$ cat config.mk
export PLATFORM = sky130hd
export DESIGN_NAME = if_stage_flat
export DESIGN_NICKNAME = d
export VERILOG_FILES = /design/src/rtl/if_stage_if.sv /design/src/rtl/if_stage.sv /design/src/flat_wrapper.sv
export SDC_FILE = /design/constraint.sdc
export NUM_CORES = 1
export LEC_CHECK = 0
export ABC_AREA = 0
export CAP_MARGIN = 20
export CORE_ASPECT_RATIO = 0.8
export CORE_MARGIN = 5
export CORE_UTILIZATION = 34
export CTS_CLUSTER_DIAMETER = 120
export DETAILED_ROUTE_END_ITERATION = 7
export GPL_TIMING_DRIVEN = 0
export PLACE_DENSITY = 0.83
export SLEW_MARGIN = 40
export SYNTH_ARGS = -nofsm -noshare
export SYNTH_HDL_FRONTEND = slang
export SYNTH_SLANG_ARGS = --single-unit
$ cat constraint.sdc
create_clock -name clk -period 3.2 [get_ports clk]
set_input_delay 0.64 -clock clk [delete_from_list [all_inputs] [get_ports clk]]
set_output_delay 0.64 -clock clk [all_outputs]
set_load 0.02 [all_outputs]
$ cat src/rtl/if_stage_if.sv
// Port bundle for if_stage: decode-side valid/allow-in handshake plus the
// synchronous instruction SRAM read port. master = fetch stage, slave = environment.
interface if_stage_if;
  logic [32:0] id_to_if_bus;
  logic        id_allow_in;
  logic        if_to_id_valid;
  logic [63:0] if_to_id_bus;
  logic        inst_sram_en;
  logic [3:0]  inst_sram_we;
  logic [31:0] inst_sram_addr;
  logic [31:0] inst_sram_wdata;
  logic [31:0] inst_sram_rdata;

  modport master (
    input  id_to_if_bus, id_allow_in, inst_sram_rdata,
    output if_to_id_valid, if_to_id_bus,
           inst_sram_en, inst_sram_we, inst_sram_addr, inst_sram_wdata
  );

  modport slave (
    output id_to_if_bus, id_allow_in, inst_sram_rdata,
    input  if_to_id_valid, if_to_id_bus,
           inst_sram_en, inst_sram_we, inst_sram_addr, inst_sram_wdata
  );
endinterface

$ cat src/rtl/if_stage.sv
// Instruction-fetch stage: owns the PC, reads a 1-cycle synchronous SRAM, applies
// decode redirects. Define IF_INST_BUF_EN to hold stalled instructions in a local buffer.
module if_stage #(
  parameter logic [31:0] RESET_PC = 32'h1C00_0000
) (
  input logic        clk,
  input logic        reset,
  if_stage_if.master bus
);
  localparam logic [31:0] PC_INIT = RESET_PC - 32'd4;

  logic        br_taken;
  logic [31:0] br_target;
  logic        if_valid_q, if_valid_d;
  logic [31:0] if_pc_q, if_pc_d;
  logic        if_ready_go, if_allow_in, stall, xfer;
  logic [31:0] nextpc, inst;

  assign {br_taken, br_target} = bus.id_to_if_bus;

  // SRAM data lands in the same cycle if_valid rises, so the word is always ready.
  assign if_ready_go = 1'b1;
  assign if_allow_in = !if_valid_q || bus.id_allow_in || br_taken;
  assign stall       = if_valid_q && !bus.id_allow_in && !br_taken;
  assign nextpc      = br_taken ? br_target : if_pc_q + 32'd4;

  assign bus.if_to_id_valid = if_valid_q && if_ready_go && !br_taken;
  assign xfer               = bus.if_to_id_valid && bus.id_allow_in;
  assign bus.if_to_id_bus   = {inst, if_pc_q};

  assign bus.inst_sram_we    = 4'b0000;
  assign bus.inst_sram_wdata = 32'd0;

  always_comb begin
    if_valid_d = if_valid_q;
    if_pc_d    = if_pc_q;
    if (if_allow_in) begin
      if_valid_d = 1'b1;
      if_pc_d    = nextpc;
    end
  end

  always_ff @(posedge clk or posedge reset) begin
    if (reset) begin
      if_valid_q <= 1'b0;
      if_pc_q    <= PC_INIT;
    end else begin
      if_valid_q <= if_valid_d;
      if_pc_q    <= if_pc_d;
    end
  end

`ifdef IF_INST_BUF_EN
  logic        buf_valid_q, buf_valid_d;
  logic [31:0] buf_inst_q, buf_inst_d;

  // Capture on the first stall cycle only; later stall cycles issue no read.
  always_comb begin
    buf_valid_d = buf_valid_q;
    buf_inst_d  = buf_inst_q;
    if (br_taken || xfer) begin
      buf_valid_d = 1'b0;
    end else if (stall && !buf_valid_q) begin
      buf_valid_d = 1'b1;
      buf_inst_d  = bus.inst_sram_rdata;
    end
  end

  always_ff @(posedge clk or posedge reset) begin
    if (reset) begin
      buf_valid_q <= 1'b0;
      buf_inst_q  <= 32'd0;
    end else begin
      buf_valid_q <= buf_valid_d;
      buf_inst_q  <= buf_inst_d;
    end
  end

  assign inst               = buf_valid_q ? buf_inst_q : bus.inst_sram_rdata;
  assign bus.inst_sram_en   = !reset && if_allow_in;
  assign bus.inst_sram_addr = nextpc;
`else
  // No buffer: keep re-reading the held PC so rdata stays valid across a stall.
  assign inst               = bus.inst_sram_rdata;
  assign bus.inst_sram_en   = !reset && (if_allow_in || stall);
  assign bus.inst_sram_addr = if_allow_in ? nextpc : if_pc_q;
`endif
endmodule

$ cat src/flat_wrapper.sv
// flat-port wrapper written by rule: the top's interface ports become plain ports
module if_stage_flat 
#(
  parameter logic [31:0] RESET_PC = 32'h1C00_0000
)
  (clk, reset, bus_id_to_if_bus, bus_id_allow_in, bus_inst_sram_rdata, bus_if_to_id_valid, bus_if_to_id_bus, bus_inst_sram_en, bus_inst_sram_we, bus_inst_sram_addr, bus_inst_sram_wdata);
  if_stage_if bus_i ();
  input logic clk;
  input logic reset;
  input wire logic [$bits(bus_i.id_to_if_bus)-1:0] bus_id_to_if_bus;
  input wire logic [$bits(bus_i.id_allow_in)-1:0] bus_id_allow_in;
  input wire logic [$bits(bus_i.inst_sram_rdata)-1:0] bus_inst_sram_rdata;
  output wire logic [$bits(bus_i.if_to_id_valid)-1:0] bus_if_to_id_valid;
  output wire logic [$bits(bus_i.if_to_id_bus)-1:0] bus_if_to_id_bus;
  output wire logic [$bits(bus_i.inst_sram_en)-1:0] bus_inst_sram_en;
  output wire logic [$bits(bus_i.inst_sram_we)-1:0] bus_inst_sram_we;
  output wire logic [$bits(bus_i.inst_sram_addr)-1:0] bus_inst_sram_addr;
  output wire logic [$bits(bus_i.inst_sram_wdata)-1:0] bus_inst_sram_wdata;
  assign bus_i.id_to_if_bus = bus_id_to_if_bus;
  assign bus_i.id_allow_in = bus_id_allow_in;
  assign bus_i.inst_sram_rdata = bus_inst_sram_rdata;
  assign bus_if_to_id_valid = bus_i.if_to_id_valid;
  assign bus_if_to_id_bus = bus_i.if_to_id_bus;
  assign bus_inst_sram_en = bus_i.inst_sram_en;
  assign bus_inst_sram_we = bus_i.inst_sram_we;
  assign bus_inst_sram_addr = bus_i.inst_sram_addr;
  assign bus_inst_sram_wdata = bus_i.inst_sram_wdata;
  if_stage #(.RESET_PC(RESET_PC)) u_core (.clk(clk), .reset(reset), .bus(bus_i));
endmodule
Word-level counts from Yosys, hierarchy flattened
Index checks and enable logic that the tools add are counted.
- add/sub/neg operators: 1
- $mul: 0
- divide/modulo/power cells: 0
- magnitude comparators: 0
- equal/unequal tests: 0
- shift-type cells: 0
- mux-type cells: 2
- bitwise logic cells: 0
- reduce and logical (&&, ||, !) cells: 11
- operator list (operator ; number):
    32-bit 2-to-1 mux ; 2
    32-bit by 3-bit adder with 32-bit output (second input constant) ; 1
    1-bit logical AND ; 4
    1-bit zero test ; 4
    1-bit logical OR ; 3
- register bits after elaboration: 33
- bits in latches: 0
- RAM bits: 0
- ROM bits: 0
- bits of input ports: 68
- output and inout port bits: 134
- logic and storage cells: 16
- memories kept: 0

Longest topological paths before layout
- depth in word-level cells: 5
- depth in mapped cells: 6

Least setup slack after synthesis
Ideal clock, no wire load.
- path type: register to output
- start: register u_core.if_pc_q[2]
- end: output port bus_inst_sram_addr[18]
- arrival: 2338 ps
- path slack: 222 ps
- stages on the path, launching flop included: 6
- path through: dfstp_2 > ha_1 > nand2_1 > nor3_1 > nand2_1 > o311ai_0
- word-level cells in the longest chain between the ends: 3
- RTL lines (item ; line ; RTL):
    start, declared ; if_stage.sv:15 ; logic [31:0] if_pc_q, if_pc_d;
    start signal, assigned ; if_stage.sv:49 ; if_pc_q <= if_pc_d;
    32-bit by 3-bit adder with 32-bit output ; if_stage.sv:25 ; assign nextpc = br_taken ? br_target : if_pc_q + 32'd4;
    32-bit 2-to-1 mux ; if_stage.sv:25 ;
    32-bit 2-to-1 mux ; if_stage.sv:86 ; assign bus.inst_sram_addr = if_allow_in ? nextpc : if_pc_q;
    end, declared ; flat_wrapper.sv:17 ; output wire logic [$bits(bus_i.inst_sram_addr)-1:0] bus_inst_sram_addr;
No other way between the ends.

Final worst setup path
- start: register u_core.if_pc_q[2]
- end: output port bus_inst_sram_addr[22]
The elaborated chain is that of the path after synthesis.

==> flow_metrics.tcl <==
set metrics [dict create \
    status "complete, no violations" \
    min_to "u_core.if_pc_q[0]" \
    cellPowerDensity_mw_per_mm2 354 \
    worstMarginPinSlew_ns 0.601 \
    wl_um 9380 \
    worst_slack_ns 0.0643 \
    critPathLaunchType "flip-flop" \
    hold_depth 1 \
    synth_seq_cells 33 \
    synth_top_area_frac 0.270 \
    crit_required_ns 2.56 \
    synthFlopType "dfstp_2" \
    synthTopCellsByCount "68 x buf_4, 27 x nand2_1, 26 x dfstp_2, 18 x nor2_1, 15 x nand3_1" \
    cts_buffers 5 \
    setup_viol 0 \
    fin_util 0.612 \
    max_slew_margin 0.599 \
    synth_area_leaders "dfstp_2 27%, buf_4 20%, dfrtp_1 6.9%" \
    end_kind "output port" \
    cts_tree "built" \
    synth_cell_type_count 45 \
    fp.dieW_um 106 \
    synth_cells 293 \
    grt_pass1_vias 2721 \
    drc 0 \
    cp_cell_sequence "ha_4 -> nand2_4 -> or3_4 -> or4_1 -> a31oi_2 -> buf_4" \
    port-buffer-count 133 \
    drtIter0Drc 122 \
    peakVddDrop_mv 0.268 \
    cp_slowest_cell "dfstp_2" \
    post_dp_cell_area_mm2 0.00411 \
    syn_avg_cell_area_um2 8.63 \
    synthToLayoutAreaGrowth_pct 77.3 \
    p_total_mw 1.59 \
    layout.nets 556 \
    avgRoutedWirePerCell_um 16.2 \
    clock_latency_ns 0.29 \
    finalCriticalPeriod_ns 3.14 \
    cts_hold_buf 0 \
    antenna_found_initial 0 \
    period_share 0.980 \
    die_y_um 87.1 \
    grt_usage 0.188 \
    skew_ns 0.0124 \
    crit_fanout 5 \
    yosysTopAreaCell "dfstp_2" \
    htreeDepth 2 \
    routed_via_density 4.81 \
    r2r_cells 6 \
    drv_cap 0 \
    min_path_type "reg2reg" \
    overflow 0 \
    reg2reg_from "u_core.if_pc_q[2]" \
    final_area_mm2 0.00448 \
    final-hold-violation-count 0 \
    cpPeakStageDelay_ns 0.61 \
    cts.sinks 33 \
    grt_pass1_wl_um 14000 \
    fmax_mhz 319 \
    synth_edf_count 0 \
    yosysSeqAreaShare 0.339 \
    hpwl_um 7180 \
    drive_above_1_share 0.361 \
    rrSetupSlack_ns 0.99 \
    slew_violations 0 \
    io_pins 202 \
    via_count 2781 \
    reg2reg_to "u_core.if_pc_q[22]" \
    ant_nets 0 \
    arrival_ns 2.50 \
    crit_type "reg2out" \
    yosysWarnings 0 \
    num_rows 28 \
    first_pass_iters 4 \
    pre_cts_ws_ns -0.770 \
    min_from "u_core.if_pc_q[0]" \
    core_mm2 0.00732 \
    p_leak_nw 1.93 \
    grt_start_max_net_pins 35 \
    initial_utilization 0.345 \
    clk_path_buf_depth 2 \
    clk_pin_slew_ns 0.07 \
    dieArea_mm2 0.00927 \
    netlist_area_mm2 0.00253 \
    async_reset_ff_frac 1.00 \
    root_buffer "clkbuf_8" \
    place_congestion 0.866 \
    synth_most_common_cell "buf_4" \
    antennaDiodeCount 0 \
]
## how the worst max path moves through the flow
stage	start	to	depth (start not counted)
floorplan	u_core.if_pc_q[2]	bus_inst_sram_addr[18]	5
global placement	bus_id_allow_in	bus_inst_sram_addr[20]	7
detailed placement	bus_id_allow_in	bus_inst_sram_addr[18]	7
CTS	bus_id_to_if_bus[32]	bus_inst_sram_addr[30]	6
global route	u_core.if_pc_q[11]	bus_inst_sram_addr[25]	6
finish	u_core.if_pc_q[2]	bus_inst_sram_addr[22]	6
## through the flow
stage,hold slack (ns),TNS [ns],std cells
after floorplan,0.698,0,328
after global placement,0.506,-15.99,551
after detailed placement,0.515,-15.15,551
after CTS,0.527,0,566
after global routing,0.551,-0.0130,578
final,0.528,0,578
## cells in the final DEF (no fill, tap or decap), types with 9 or more instances in the layout
cell               n
dlygate4sd2_1     16
o21ai_0           14
dfstp_2           26
clkdlybuf4s50_1  102
buf_4             90
conb_1            37
nand2_1           26
nand4_1           10
nor2_1            17
xnor2_1            9
nand3_1           12
## sequential cells by signal, summed over array words and instances, names as in the netlist
name	cells
u_core.if_pc_q	32
u_core.if_valid_q	1
## critical path, delay by kind of cell (launching register included)
kind            cells  cell delay, ns
compound gates      1            0.22
buf+inv             1            0.17
flops               1            0.61
fa+ha+maj           1            0.18
simple gates        3            1.03
## cell type report
type	instances	area (um^2)
Inverter	5	21.3
Clock buffer	7	96.3
Clock inverter	1	5.00
Fill cell	666	2840
Buffer	79	592
Tap cell	90	113
Timing Repair Buffer	153	1430
Multi-Input combinational cell	210	1370
Sequential cell	33	858
## metal layers
| metal | global-route usage | routed length, um |
|---|---|---|
| met5 | 0 | 0 |
| met4 | 0.0209 | 33 |
| met3 | 0.0526 | 743 |
| met2 | 0.327 | 4700 |
| met1 | 0.243 | 3900 |
## what timing repair did
action | CTS | global route
gates cloned | 2 | 0
gates resized for setup | 112 | 25
setup buffers | 6 | 12
pin swaps | 8 | 7
endpoints found under the setup margin | 32 | 17
## where the power goes
part / leakage [nW] / switching (mW) / total (mW) / internal, mW
clock network: 0.0542 / 0.168 / 0.363 / 0.195
logic: 1.52 / 0.346 / 0.673 / 0.327
registers: 0.353 / 0.0678 / 0.553 / 0.485
## cells by family after synthesis
group           Yosys count  share of synthesized area
compound gates           46                      0.123
other cells               2                    0.00297
fa+ha+maj                 1                    0.00495
simple gates            112                      0.247
xor+xnor                 11                     0.0381
buf+inv                  85                      0.232
flops                    33                      0.339
mux                       3                     0.0129
Note: power is estimated with default switching activity, not from simulation.
